**config.mk**
```make
export PLATFORM = sky130hd
export DESIGN_NAME = stopwatch_counter
export DESIGN_NICKNAME = d
export VERILOG_FILES = /design/src/rtl/stopwatch_pkg.sv /design/src/rtl/bcd_digit.sv /design/src/rtl/stopwatch_counter.sv
export SDC_FILE = /design/constraint.sdc
export NUM_CORES = 1
export LEC_CHECK = 0
export ABC_AREA = 1
export BUFFER_PORTS_ARGS = -buffer_cell sky130_fd_sc_hd__buf_2
export CAP_MARGIN = 20
export CORE_ASPECT_RATIO = 0.75
export CORE_MARGIN = 5
export CORE_UTILIZATION = 63
export DETAILED_ROUTE_END_ITERATION = 16
export GPL_TIMING_DRIVEN = 0
export HOLD_SLACK_MARGIN = 0.15
export PLACE_DENSITY = 0.88
export RECOVER_POWER = 100
export SYNTH_ARGS = -nofsm -noshare
export SYNTH_HDL_FRONTEND = slang
export SYNTH_SLANG_ARGS = --single-unit
```
**constraint.sdc**
```tcl
create_clock -name clk -period 4.4 [get_ports clk]
set_clock_uncertainty 0.1 [all_clocks]
set_input_delay 0.44 -clock clk [delete_from_list [all_inputs] [get_ports clk]]
set_output_delay 0.44 -clock clk [all_outputs]
set_load 0.02 [all_outputs]
```
**src/rtl/stopwatch_pkg.sv**
```systemverilog
// Shared constants for the stopwatch: BCD digit widths/moduli and the
// control-FSM state encodings used by the controller and the counter.
package stopwatch_pkg;

    localparam int DIGIT_W = 4;

    localparam logic [DIGIT_W-1:0] TENTHS_MAX   = 4'd9;
    localparam logic [DIGIT_W-1:0] SEC_ONES_MAX = 4'd9;
    localparam logic [DIGIT_W-1:0] SEC_TENS_MAX = 4'd5;
    localparam logic [DIGIT_W-1:0] MIN_ONES_MAX = 4'd9;

    typedef logic [1:0] sw_state_t;
    localparam sw_state_t ST_IDLE     = 2'd0;
    localparam sw_state_t ST_COUNTING = 2'd1;
    localparam sw_state_t ST_PAUSED   = 2'd2;

    // Anything at or above the modulus counts as terminal, so a corrupted
    // digit self-heals to 0 on its next increment.
    function automatic logic [DIGIT_W-1:0] digit_next(input logic [DIGIT_W-1:0] q,
                                                      input logic [DIGIT_W-1:0] max);
        if (q >= max) begin
            return '0;
        end
        return q + DIGIT_W'(1);
    endfunction

endpackage

```
**src/rtl/bcd_digit.sv**
```systemverilog
// One BCD digit of the stopwatch chain: counts 0..MAX, carries out
// combinationally when incremented at its terminal value.
module bcd_digit
    import stopwatch_pkg::*;
#(
    parameter logic [DIGIT_W-1:0] MAX = 4'd9
) (
    input  logic               clk,
    input  logic               reset,
    input  logic               clr,
    input  logic               inc,
    output logic [DIGIT_W-1:0] q,
    output logic               carry
);

    logic [DIGIT_W-1:0] q_q;
    logic [DIGIT_W-1:0] q_d;

    assign carry = inc & (q_q >= MAX);

    always_comb begin
        q_d = q_q;
        if (clr) begin
            q_d = '0;
        end else if (inc) begin
            q_d = digit_next(q_q, MAX);
        end
    end

    always_ff @(posedge clk) begin
        if (reset) begin
            q_q <= '0;
        end else begin
            q_q <= q_d;
        end
    end

    assign q = q_q;

endmodule

```
**src/rtl/stopwatch_counter.sv**
```systemverilog
// Stopwatch time base: divides clk to 0.1 s steps and advances an M:SS.t
// BCD digit chain, with registered tick/wrap strobes aligned to the change.
module stopwatch_counter
    import stopwatch_pkg::*;
#(
    parameter int DIV     = 10_000_000,
    parameter int PRESC_W = 24
) (
    input  logic       clk,
    input  logic       reset,
    input  logic       init_regs,
    input  logic       count_enabled,
    output logic [3:0] tenths,
    output logic [3:0] sec_ones,
    output logic [3:0] sec_tens,
    output logic [3:0] min_ones,
    output logic       tick,
    output logic       wrap
);

    localparam logic [PRESC_W-1:0] PRESC_LAST = PRESC_W'(DIV - 1);

    logic [PRESC_W-1:0] presc_q;
    logic [PRESC_W-1:0] presc_d;
    logic               step;
    logic               tick_q;
    logic               wrap_q;
    logic               carry_t;
    logic               carry_so;
    logic               carry_st;
    logic               carry_mo;

    // init_regs overrides enable, so an illegal init+enable still clears.
    always_comb begin
        presc_d = presc_q;
        step    = 1'b0;
        if (init_regs) begin
            presc_d = '0;
        end else if (count_enabled) begin
            if (presc_q >= PRESC_LAST) begin
                presc_d = '0;
                step    = 1'b1;
            end else begin
                presc_d = presc_q + PRESC_W'(1);
            end
        end
    end

    always_ff @(posedge clk) begin
        if (reset) begin
            presc_q <= '0;
            tick_q  <= 1'b0;
            wrap_q  <= 1'b0;
        end else begin
            presc_q <= presc_d;
            tick_q  <= step;
            wrap_q  <= carry_mo;
        end
    end

    bcd_digit #(.MAX(TENTHS_MAX)) u_tenths (
        .clk(clk), .reset(reset), .clr(init_regs), .inc(step),
        .q(tenths), .carry(carry_t)
    );

    bcd_digit #(.MAX(SEC_ONES_MAX)) u_sec_ones (
        .clk(clk), .reset(reset), .clr(init_regs), .inc(carry_t),
        .q(sec_ones), .carry(carry_so)
    );

    bcd_digit #(.MAX(SEC_TENS_MAX)) u_sec_tens (
        .clk(clk), .reset(reset), .clr(init_regs), .inc(carry_so),
        .q(sec_tens), .carry(carry_st)
    );

    bcd_digit #(.MAX(MIN_ONES_MAX)) u_min_ones (
        .clk(clk), .reset(reset), .clr(init_regs), .inc(carry_st),
        .q(min_ones), .carry(carry_mo)
    );

    assign tick = tick_q;
    assign wrap = wrap_q;

endmodule

```
# Word-level counts from Yosys, hierarchy flattened
# Index checks and enable logic that the tools add are counted.
dict set report op_classes {
  add_sub_neg 5
  magnitude_cmp 5
  n_mux 24
  bitwise 4
  reduce_logical 1
}
# operator count
set op_table {}
lappend op_table {{4-bit 2-to-1 mux} 8}
lappend op_table {{24-bit by 1-bit adder with 24-bit output, second input constant} 1}
lappend op_table {{24-bit >= comparator, second input constant} 1}
lappend op_table {{24-bit 2-to-1 mux} 1}
lappend op_table {{4-bit by 1-bit adder with 4-bit output, second input constant} 4}
lappend op_table {{1-bit 2-to-1 mux} 15}
lappend op_table {{4-bit >= comparator, second input constant} 3}
lappend op_table {{1-bit AND} 4}
lappend op_table {{4-bit by 3-bit >= comparator with 1-bit output, second input constant} 1}
lappend op_table {{2-bit OR reduction} 1}
dict set report totals {
  regBits 42
  in_bits 4
  output_inout_bits 18
}

# Depth between registers and ports, before layout
# Gate-level depths: netlist of the first run.
dict set report logic_depth {
  depth_word 10
  depth_mapped 13
  mapped_depth_nobuf 13
}

# Hierarchy
# From an unflattened synthesis of the first run, not the netlist that was laid out.
dict set report hier_totals {
  hier_cells 360
  hier_area_um2 2472.4
}
# mod instances cells_per_inst area_per_inst_um2 seq_area_each_um2
set by_module_without_submodules {}
lappend by_module_without_submodules {stopwatch_counter 1 226 1521.5 520.5}
lappend by_module_without_submodules {{bcd_digit at u_min_ones ...} 3 33 237.7 80.1}
lappend by_module_without_submodules {{bcd_digit at u_sec_tens} 1 35 237.7 80.1}

# Worst setup path before layout of the first run
# OpenSTA, ideal clock, no wires.
dict set report synth_path {
  path_kind {register to register}
  start {register u_tenths.q_q[0], in the netlist u_tenths.q[0]}
  end {register u_sec_tens.q_q[1], in the netlist u_sec_tens.q[1]}
  setup_ns 0.122
  arrival_time_ns 1.587
  path_slack_ns 2.591
  path_stages_with_launch 9
  path_buffers 0
  period_less_slack_ns 1.809
  cell_sequence {dfxtp_1 inv_1 ha_1 a31oi_1 inv_1 nor2_8 nand2_2 nand2_1 o21ai_0}
}
dict set report synth_between {
  elab_chain_cells 3
}
# item line_no
set synth_lines {}
lappend synth_lines {{start, declared} bcd_digit.sv:16} ;# logic [DIGIT_W-1:0] q_q;
lappend synth_lines {{start signal, assigned} bcd_digit.sv:34} ;# q_q <= q_d;
lappend synth_lines {{4-bit >= comparator} bcd_digit.sv:19} ;# assign carry = inc & (q_q >= MAX);
lappend synth_lines {{1-bit AND (2 in series)} bcd_digit.sv:19}
lappend synth_lines {{end signal, assigned} bcd_digit.sv:34}
lappend synth_lines {{end, declared} bcd_digit.sv:16}
# No other way between the ends.
# A chain may end at the register's enable or synchronous reset.

# Final worst setup path of the first run
dict set report layout_path {
  start {register presc_q[0]}
  end {register u_min_ones.q_q[0], in the netlist u_min_ones.q[0]}
}
dict set report layout_between {
  elab_chain_cells 7
}
# item line_no
set layout_lines {}
lappend layout_lines {{start, declared} stopwatch_counter.sv:23} ;# logic [PRESC_W-1:0] presc_q;
lappend layout_lines {{start signal, assigned} stopwatch_counter.sv:55} ;# presc_q <= presc_d;
lappend layout_lines {{24-bit >= comparator} stopwatch_counter.sv:40} ;# if (presc_q >= PRESC_LAST) begin
lappend layout_lines {{1-bit 2-to-1 mux} stopwatch_counter.sv:40}
lappend layout_lines {{1-bit 2-to-1 mux} stopwatch_counter.sv:39} ;# end else if (count_enabled) begin
lappend layout_lines {{1-bit 2-to-1 mux} stopwatch_counter.sv:37} ;# if (init_regs) begin
lappend layout_lines {{1-bit AND (3 in series)} bcd_digit.sv:19}
lappend layout_lines {{end signal, assigned} bcd_digit.sv:34}
lappend layout_lines {{end, declared} bcd_digit.sv:16}
# No other way between the ends.

==> metrics.txt, run 1 <==
first-pass GRT wire length 8.776 mm; peak supply drop 0.0001564 V; initial antenna violation count 0; # hold bufs at CTS 0; synthesized area 0.002326 mm2; hpwl dp around 3.8 mm; Synth area leaders dfxtp_1 36%, nand2_1 11%, nor2_1 9.4%; crit path max fanout 7; Synth Instances 326; Worst-Skew Late Latency around 0.3 ns; Reg clk slew, reported paths ~0.08 ns; leakage 0.9691 nW; Vias roughly 2,100; post-placement cell area 0.002496 mm2; Yosys warning count 0; WL per Instance 12.33 um; Worst Setup Path Type flip-flop to flip-flop; Syn Area/Cell just over 7 um2; Most used DFF post-synth dfxtp_1; pwr/cell area between 200 and 300 mW/mm2; Slew headroom between 60% and 70%; fin nets about 370; Ports 22; Bufs and invs on worst path 0; fraction of final layout cells sized beyond drive strength 1 under 10%; clk sinks 42; CP most frequent cell nand2_1; Synth Register Bits 42; post-cts resize count 0; Setup Fix Bufs, Post-CTS 0; Clock Tree Buf Depth 2; largest net degree at the start of global routing 13; CTS buffer count 5; Fin. Hold Viols 0; number of H-tree levels 2; CORE AREA 0.003613 mm2; clock root buffer clkbuf_8; gpl congestion 0.8534; Max Cap Violations 0; ys async rst share 0%; number of flops mapped to enable cells by yosys 0; Post-Synth XOR/XNOR Area about 5.6%; post-synthesis compound-gate area fraction approximately 7%; initial core utilization between 60 and 70%; simple logic cell fraction of the synthesized area about 36%; DR pass1 iterations 4; Worst setup EP type flip-flop; Die Span Y 62.62 um; Worst-Margin Slew 0.5699 ns; worst path arrival time roughly 2.7 ns; endpoints failing setup 0; fmax around 390 MHz; Worst path top cell family by delay simple AND/OR/NAND/NOR gates; Seq/Total Area, Yosys between 30% and 40%; Mapped Nets between 300 and 400; input/output buffers 21; grt ovf 0; final instance area roughly 0.0025 mm2; highest-delay cell along the critical path nor2_1; top cells by count, synth 67 x nand2_1, 58 x nor2_1, 42 x dfxtp_1, 42 x inv_1, 16 x a21oi_1; Cell Chain, Critical Path ha_1, nand2_1, nor2_1, nand2_1, nand2_1, nand3_1, nand3_1, nand3_1, nor2_1, nand3_1, nand2_1, nand2_1, nor2_1; synthesis-to-finish area growth 7.908%; DRC 0; Final period util between 50% and 60%; Via density 5.270; status complete, no violations; mux contribution to synthesized area 0%; Critical Path Max Stage Delay around 0.40 ns; Die X-Extent roughly 80 um; Worst EP required approximately 4.5 ns; aggregate global-route resource usage between 20 and 25%; utilization after layout between 60 and 70%; number of global-route vias before repair approximately 1,900; Hold Path Class input pin to flip-flop; Tmin final approximately 2.6 ns; RSZ-0062 raised after global routing false; Antenna Nets Post-Route 0; DRT iter0 DRCs about 170; DIE AREA 0.005020 mm2; CTS tree done; post-synth top area share 36.15%; row count 19; # diodes 0; CP startpoint kind flip-flop; largest family of logic cells by synthesized area simple AND/OR/NAND/NOR gates; max-slew violation count 0; Detailed Route WL roughly 5 mm; fraction of the mapped netlist area in adder cells 6.993%; Synth area leader dfxtp_1; Yosys cell types 32; Setup TNS Final 0 ns; top-count cell post-synth nand2_1
worst paths after layout:
check / slack (ns) / from / cells after the start / endpoint
setup / recovery: 1.84 / presc_q[0] / 13 / u_min_ones.q[0]
hold / removal: 0.23 / reset / 2 / wrap
setup reg to reg: 1.84 / presc_q[0] / 13 / u_min_ones.q[0]
hold reg to reg: 0.40 / presc_q[0] / 2 / presc_q[0]
cell families (layout without fill, tap and decap cells):
logic type | after synthesis | in the layout
AND/OR/NAND/NOR | 178 | 178
XOR/XNOR | 15 | 15
flip-flops | 42 | 42
adder cells (fa/ha/maj) | 13 | 13
buffers and inverters | 48 | 77
AO/OA/AOI/OAI | 30 | 30
report_power, final:
| part | internal, W | switching [W] | leakage, nW | total (W) |
|---|---|---|---|---|
| Sequential | 0.000380 | 0.000000616 | 0.338 | 0.000381 |
| Combinational | 0.00000444 | 0.0000137 | 0.578 | 0.0000181 |
| Clock | 0.000170 | 0.000131 | 0.0524 | 0.000300 |
through the flow:
step / power, W / setup slack [ns] / cells / hold WS [ns]
floorplan: 0.0004019 / 2.591 / 326 / 0.3488
global placement: 0.0004084 / 2.458 / 399 / 0.3701
detailed placement: 0.0004088 / 2.407 / 399 / 0.3716
CTS: 0.0007056 / 2.387 / 407 / 0.2287
global route: 0.0007313 / 1.494 / 407 / 0.2204
finish: 0.0006997 / 1.835 / 407 / 0.2338
cells in the final DEF, fill, tap and decap left out:
master,netlist,layout
a211oi_1,3,3
xor2_1,10,10
o21ai_0,7,7
ha_1,13,13
o21ai_1,1,1
nor3_1,9,9
nand2_1,67,69
inv_1,42,42
buf_2,4,5
clkinv_1,1,1
dfxtp_1,42,42
inv_2,1,1
a31oi_1,1,1
nor3b_1,4,4
nor2_2,4,3
a21oi_1,16,16
and2_1,1,1
nand4_1,6,7
o21a_1,1,1
nand3_1,15,18
nor4_4,1,1
nand3b_1,1,1
clkbuf_8,0,5
nand2_2,3,1
nor4_1,3,3
o22ai_1,1,1
nor2_1,58,61
clkbuf_1,0,22
bufinv_16,0,1
xnor2_1,5,5
sequential cells by signal, summed over array words and instances, names as in the netlist:
register      flops
tick              1
u_sec_tens.q      4
wrap              1
u_sec_ones.q      4
presc_q          24
u_min_ones.q      4
u_tenths.q        4
final cells by class:
cell class,count,area [um2]
tap,52,65.06
sequential,42,840.8
clock buffer,7,76.32
fill,317,1104
multi-input combinational,236,1232
clock inverter,1,30.03
timing repair buffer,21,82.58
inverter,44,165.2
buffer,4,17.52
metal layers:
layer / vias to the layer above / routed length, um / GRT usage (%)
li1: 1090 / - / -
met4: 0 / 86 / 8.228
met1: 989 / 2477 / 31.51
met3: 10 / 262 / 5.187
met2: 56 / 2191 / 30.89
met5: - / 0 / 0
Power figures use the tool's default switching activity.
==> inputs of run 2 (changes only) <==
--- a/config.mk
+++ b/config.mk
@@ -5,16 +5,16 @@
 export SDC_FILE = /design/constraint.sdc
 export NUM_CORES = 1
 export LEC_CHECK = 0
-export ABC_AREA = 1
+export ABC_AREA = 0
 export BUFFER_PORTS_ARGS = -buffer_cell sky130_fd_sc_hd__buf_2
 export CAP_MARGIN = 20
 export CORE_ASPECT_RATIO = 0.75
 export CORE_MARGIN = 5
-export CORE_UTILIZATION = 63
+export CORE_UTILIZATION = 59
 export DETAILED_ROUTE_END_ITERATION = 16
 export GPL_TIMING_DRIVEN = 0
 export HOLD_SLACK_MARGIN = 0.15
-export PLACE_DENSITY = 0.88
+export PLACE_DENSITY = 0.83
 export RECOVER_POWER = 100
 export SYNTH_ARGS = -nofsm -noshare
 export SYNTH_HDL_FRONTEND = slang
==> constraint.sdc (replaced) <==
create_clock -name clk -period 2.5 [get_ports clk]
set_clock_uncertainty 0.1 [all_clocks]
set_input_delay 0.25 -clock clk [delete_from_list [all_inputs] [get_ports clk]]
set_output_delay 0.25 -clock clk [all_outputs]
set_load 0.02 [all_outputs]
==> run 2 against run 1 <==
  * Cell count is 13% lower
  * Critical path depth is 6 lower
  * Via count is 3.7% lower
  * Setup slack worse by 1.6 ns
  * Total power is 66% higher
  * Critical endpoint is now u_sec_ones.q[3]
  * Count of clock-buffer cells in the layout stayed put
  * Critical path type unchanged
  * Area after synthesis is 0.22% higher
  * Routed wire length is 2.1% lower
==> metrics.txt, run 2 <==
Worst-Skew Late Latency around 0.30 ns; Synth area leader dfxtp_1; Ports 22; input/output buffers 20; CTS tree done; clk sinks 42; Vias between 2,000 and 2,500; Die X-Extent slightly above 80 um; initial core utilization 62.45%; initial antenna violation count 0; Worst-Margin Slew 0.6430 ns; CORE AREA 0.003732 mm2; Yosys cell types 52; Post-Synth XOR/XNOR Area just under 9%; Synth area leaders dfxtp_1 36%, ha_1 7.0%, nor2_1 5.8%; largest net degree at the start of global routing 13; fraction of the mapped netlist area in adder cells 6.978%; post-synthesis compound-gate area fraction between 10% and 20%; clock root buffer clkbuf_8; Worst EP required about 2.7 ns; most common cell after layout, fill and taps aside dfxtp_1; ys async rst share 0%; gpl congestion between 0.8 and 0.9; Reg area between 800 and 900 um2; Die Span Y 64.44 um; # diodes 0; Most used DFF post-synth dfxtp_1; DR pass1 iterations 5; DRT iter0 DRCs roughly 150; grt ovf 0; aggregate global-route resource usage about a fifth; post-synth top area share a little over a third; RSZ-0062 raised after global routing false; crit path max fanout 10; Tmin final around 2.3 ns; worst path arrival time roughly 2.5 ns; Worst setup EP type flip-flop; mux contribution to synthesized area 1.288%; Fin. Hold Viols 0; Detailed Route WL 4.911 mm; post-cts resize count 0; FILL cells 326; Final Non-Filler Cells about 350; fin nets between 300 and 400; simple logic cell fraction of the synthesized area roughly 32%; top-count cell post-synth dfxtp_1; CTS buffer count 5; pwr/cell area roughly 450 mW/mm2; Seq/Total Area, Yosys 36.07%; DIE AREA ~0.0053 mm2; leakage slightly below 0.9 nW; WL per Instance between 10 and 15 um; largest family of logic cells by synthesized area simple AND/OR/NAND/NOR gates; synthesis-to-finish area growth 9.608%; Antenna Nets Post-Route 0; Mapped Nets 290; DRC 0; Hold Path Class input pin to flip-flop; number of placed instances, taps included between 300 and 400; Max Cap Violations 0; status complete, no violations; multi-input logic area roughly 0.0014 mm2; Via density ~6; endpoints failing setup 0; Synth Instances between 200 and 300; commonest cells after routing, fill and taps aside 42 x dfxtp_1, 36 x nor2_1, 25 x nand2_1; Setup TNS Final 0 ns; number of H-tree levels 2; Most flops, register presc_q; Yosys warning count 0; fraction of final layout cells sized beyond drive strength 1 slightly below 10%; Reg clk slew, reported paths around 0.080 ns; synthesized area approximately 0.0023 mm2; Synth Register Bits 42; Final period util 92.49%; max reg flops 24; first-pass GRT wire length between 8 and 9 mm; max-slew violation count 0; flop-to-flop setup slack between 0.15 and 0.2 ns; number of flops mapped to enable cells by yosys 0; Worst Setup Path Type flip-flop to flip-flop; number of global-route vias before repair between 1,500 and 2,000; Syn Area/Cell around 8.5 um2; Clock Tree Buf Depth 2; top cells by count, synth 42 x dfxtp_1, 36 x nor2_1, 24 x nand2_1, 16 x nand4_1, 14 x xor2_1; CP startpoint kind flip-flop; Slew headroom roughly 57%; fmax approximately 430 MHz; hpwl dp 3.554 mm; row count 19; peak supply drop roughly 0.00033 V
==> run 2: cell count changes after synthesis, moves of 5 or more <==
| cell | previous run | this run |
|---|---|---|
| nor2_1 | 58 | 36 |
| and3_1 | 0 | 5 |
| inv_1 | 42 | 9 |
| nand2_1 | 67 | 24 |
| a21oi_1 | 16 | 7 |
| nand4_1 | 6 | 16 |
==> run 2: final timing paths <==
kind / start / end / cells after the start
hold / removal: count_enabled / presc_q[0] / 3
hold reg to reg: u_tenths.q[1] / u_tenths.q[1] / 2
setup / recovery: u_tenths.q[0] / u_sec_ones.q[3] / 7
setup reg to reg: u_tenths.q[0] / u_sec_ones.q[3] / 7
==> run 2: cell type report <==
cell class / count / share of cell area (%)
multi-input cells: 213 / 53.87
flip-flops and latches: 42 / 32.91
repair buffers: 21 / 3.428
clock buffers: 7 / 3.379
well taps: 52 / 2.547
plain buffers: 9 / 2.351
inverters: 9 / 1.322
clock inverters: 1 / 0.1959
==> run 2: routing by layer <==
metal | wire (um) | global-route usage [%] | part of all wire (%)
met1 | 2400 | 29.62 | 49
met4 | 74 | 7.347 | 1.5
met5 | 0 | 0 | 0
met2 | 2138 | 29.60 | 44
met3 | 298 | 4.571 | 6.1
==> run 2: logic make-up after synthesis <==
family / Yosys count
compound gates: 34
xor+xnor: 23
fa+ha+maj: 13
buf+inv: 18
flops: 42
mux: 3
simple gates: 140
==> run 2: through the flow <==
stage | setup slack [ns] | total power, W | hold slack, ns | instance area, um2 | util, %
finish | 0.1878 | 0.001160 | 0.1658 | 2555 | 68.45
global route | 0.03335 | 0.001210 | 0.1610 | 2555 | 68.45
CTS | 0.2978 | 0.001175 | 0.1567 | 2597 | 69.59
detailed placement | 0.3183 | 0.0007192 | 0.3614 | 2496 | 66.88
global placement | 0.3322 | 0.0007186 | 0.3558 | 2496 | 66.88
floorplan | 0.2955 | 0.0007093 | 0.2285 | 2331 | -
==> run 2: where the power goes <==
group | leakage (nW) | internal [W] | total (W) | switching (W)
Combinational | 0.494 | 0.0000115 | 0.0000336 | 0.0000221
Clock | 0.0482 | 0.000223 | 0.000455 | 0.000233
Sequential | 0.338 | 0.000669 | 0.000670 | 0.00000117
==> run 2: critical path, cell delays in order (launching register included) <==
cell	delay (ns)
dfxtp_1	0.42
inv_1	0.09
ha_1	0.19
or3b_2	0.21
nand2_1	0.19
or4b_2	0.70
nor3_1	0.15
o221a_2	0.20
==> run 2: what timing repair did <==
action / 4_1_cts / 5_1_grt
setup buffers: 0 / 0
hold buffers: 1 / 0
endpoints found under the hold margin: 1 / 0
==> inputs of run 3 (changes only) <==
--- a/config.mk
+++ b/config.mk
@@ -11,11 +11,13 @@
 export CORE_ASPECT_RATIO = 0.75
 export CORE_MARGIN = 5
 export CORE_UTILIZATION = 59
+export CTS_CLUSTER_DIAMETER = 60
 export DETAILED_ROUTE_END_ITERATION = 16
 export GPL_TIMING_DRIVEN = 0
 export HOLD_SLACK_MARGIN = 0.15
 export PLACE_DENSITY = 0.83
 export RECOVER_POWER = 100
+export SETUP_SLACK_MARGIN = 0.5
 export SYNTH_ARGS = -nofsm -noshare
 export SYNTH_HDL_FRONTEND = slang
 export SYNTH_SLANG_ARGS = --single-unit
==> run 3 against run 2 <==
  * Flip-flop and latch count unchanged
  * Largest power group unchanged
  * Worst hold slack got worse by 0.0030 ns
  * Global-route usage increased by 0.22 points
  * Highest routed layer unchanged
==> metrics.txt, run 3 (synthesis results as in run 2) <==
Ports 22; hpwl dp roughly 3.6 mm; leakage approximately 0.96 nW; CORE AREA roughly 0.0037 mm2; RSZ-0062 raised after global routing true; Setup WS post-layout a little over 0.3 ns; pwr/cell area roughly 450 mW/mm2; WL per Instance between 15 and 20 um; Antenna Nets Post-Route 0; DIE AREA between 0.005 and 0.006 mm2; switching portion of total power a little over a fifth; max-slew violation count 0; Setup TNS Final 0 ns; gpl congestion around 0.85; Clock Tree Buf Depth 2; Via density ~6.0; Reg clk slew, reported paths approximately 0.070 ns; Detailed Route WL between 5 and 6 mm; Clk pwr share ~43%; most common cell after layout, fill and taps aside nor2_1; fin nets 325; Worst-Skew Late Latency roughly 0.30 ns; aggregate global-route resource usage between 20% and 30%; status complete, no violations; Max Cap Violations 0; DR pass1 iterations 5; worst path arrival time 2.28 ns; Hold Path Class input pin to flip-flop; combinational group share of total power between 3 and 4%; internal power between 0.0009 and 0.001 W; peak supply drop 0.0003401 V; Worst Setup Path Type flip-flop to flip-flop; utilization after layout about three quarters; sw power between 0.0002 and 0.0003 W; CP startpoint kind flip-flop; Worst-Margin Slew just over 0.6 ns; Flop pwr share between 50 and 60%; clk sinks between 40 and 50; Slew headroom 58.47%; Fin. Hold Viols 0; CTS tree done; fraction of final layout cells sized beyond drive strength 1 19.09%; Die X-Extent 82.58 um; Worst EP required approximately 2.6 ns; first-pass GRT wire length ~9 mm; Most flops, register presc_q; fmax ~460 MHz; Worst setup EP type flip-flop; # diodes 0; input/output buffers 20; worst slack, placed 0.3599 ns; number of H-tree levels 2; total power between 0.001 and 0.0015 W; clock root buffer clkbuf_8; number of global-route vias before repair roughly 1,900; endpoints failing setup 0; crit path max fanout 5; Final period util ~90%; Vias roughly 2,200; DRT iter0 DRCs between 150 and 200; largest net degree at the start of global routing 14; CTS buffer count 5; Die Span Y about 64 um; Tmin final approximately 2.2 ns; DRC 0; row count 19; synthesis-to-finish area growth 18.84%; initial antenna violation count 0; max reg flops 24; commonest cells after routing, fill and taps aside 36 x nor2_1, 34 x dfxtp_1, 23 x nand2_1; grt ovf 0; initial core utilization a little over three fifths
-- run 3: cell count changes in the layout (fill, tap and decap cells not counted), moves of 2 or more --
cell,delta
dfxtp_4,+4
nor4_1,-2
or3b_2,-2
and4_1,-2
dfxtp_2,+4
buf_4,+8
inv_4,+2
dfxtp_1,-8
nand2_1,-2
or3b_4,+2
and4_4,+2
-- run 3: timing repair --
item | 4_1_cts | 5_1_grt
gates cloned | 0 | 1
pin swaps | 2 | 5
endpoints found under the hold margin | 1 | 0
endpoints found under the setup margin | 11 | 33
gates resized for setup | 5 | 25
buffers inserted | 0 | 6
hold buffers | 1 | 0
-- run 3: worst max-delay path: stages, from the launching register on --
cell	delay (ns)
dfxtp_1	0.34
ha_1	0.23
a31o_2	0.25
a211oi_1	0.56
buf_6	0.22
buf_4	0.11
nor3_2	0.03
o221a_2	0.24
-- run 3: per-layer routing --
metal / share of wire, % / up-vias / GRT usage [%]
met5: 0 / - / 0
met4: 1.6 / 0 / 5.714
met3: 7.0 / 13 / 4.986
met2: 45 / 89 / 30.50
met1: 47 / 1014 / 29.95
li1: - / 1048 / -
-- run 3: final timing paths --
kind | startpoint | to | slack, ns | cells after the start
max | presc_q[0] | u_sec_ones.q[3] | 0.31 | 7
min | count_enabled | presc_q[0] | 0.16 | 3
max reg2reg | presc_q[0] | u_sec_ones.q[3] | 0.31 | 7
min reg2reg | u_tenths.q[0] | u_tenths.q[0] | 0.40 | 2
-- run 3: stage by stage --
stage / area [um2] / cells / hold WS, ns
floorplan: 2357 / 273 / 0.2285
detailed placement: 2522 / 345 / 0.3538
finish: 2770 / 361 / 0.1628
CTS: 2664 / 354 / 0.1608
global placement: 2522 / 345 / 0.3549
global route: 2770 / 361 / 0.1707
-- run 3: power groups by stage --
| stage | clock network [W] | registers [W] | logic, W |
|---|---|---|---|
| after global routing | 0.000587 | 0.000666 | 0.0000412 |
| after global placement | 0 | 0.000683 | 0.0000327 |
| after floorplan | 0 | 0.000683 | 0.0000234 |
| after CTS | 0.000542 | 0.000667 | 0.0000353 |
| after detailed placement | 0 | 0.000683 | 0.0000333 |
| final | 0.000539 | 0.000666 | 0.0000383 |
-- run 3: final cells by class --
| type | instances | area [um2] |
|---|---|---|
| multi-input combinational | 213 | 1489 |
| fill | 293 | 962.2 |
| sequential | 42 | 860.8 |
| timing repair buffer | 28 | 137.6 |
| clock buffer | 6 | 72.57 |
| buffer | 9 | 72.57 |
| tap | 52 | 65.06 |
| clock inverter | 2 | 36.28 |
| inverter | 9 | 36.28 |
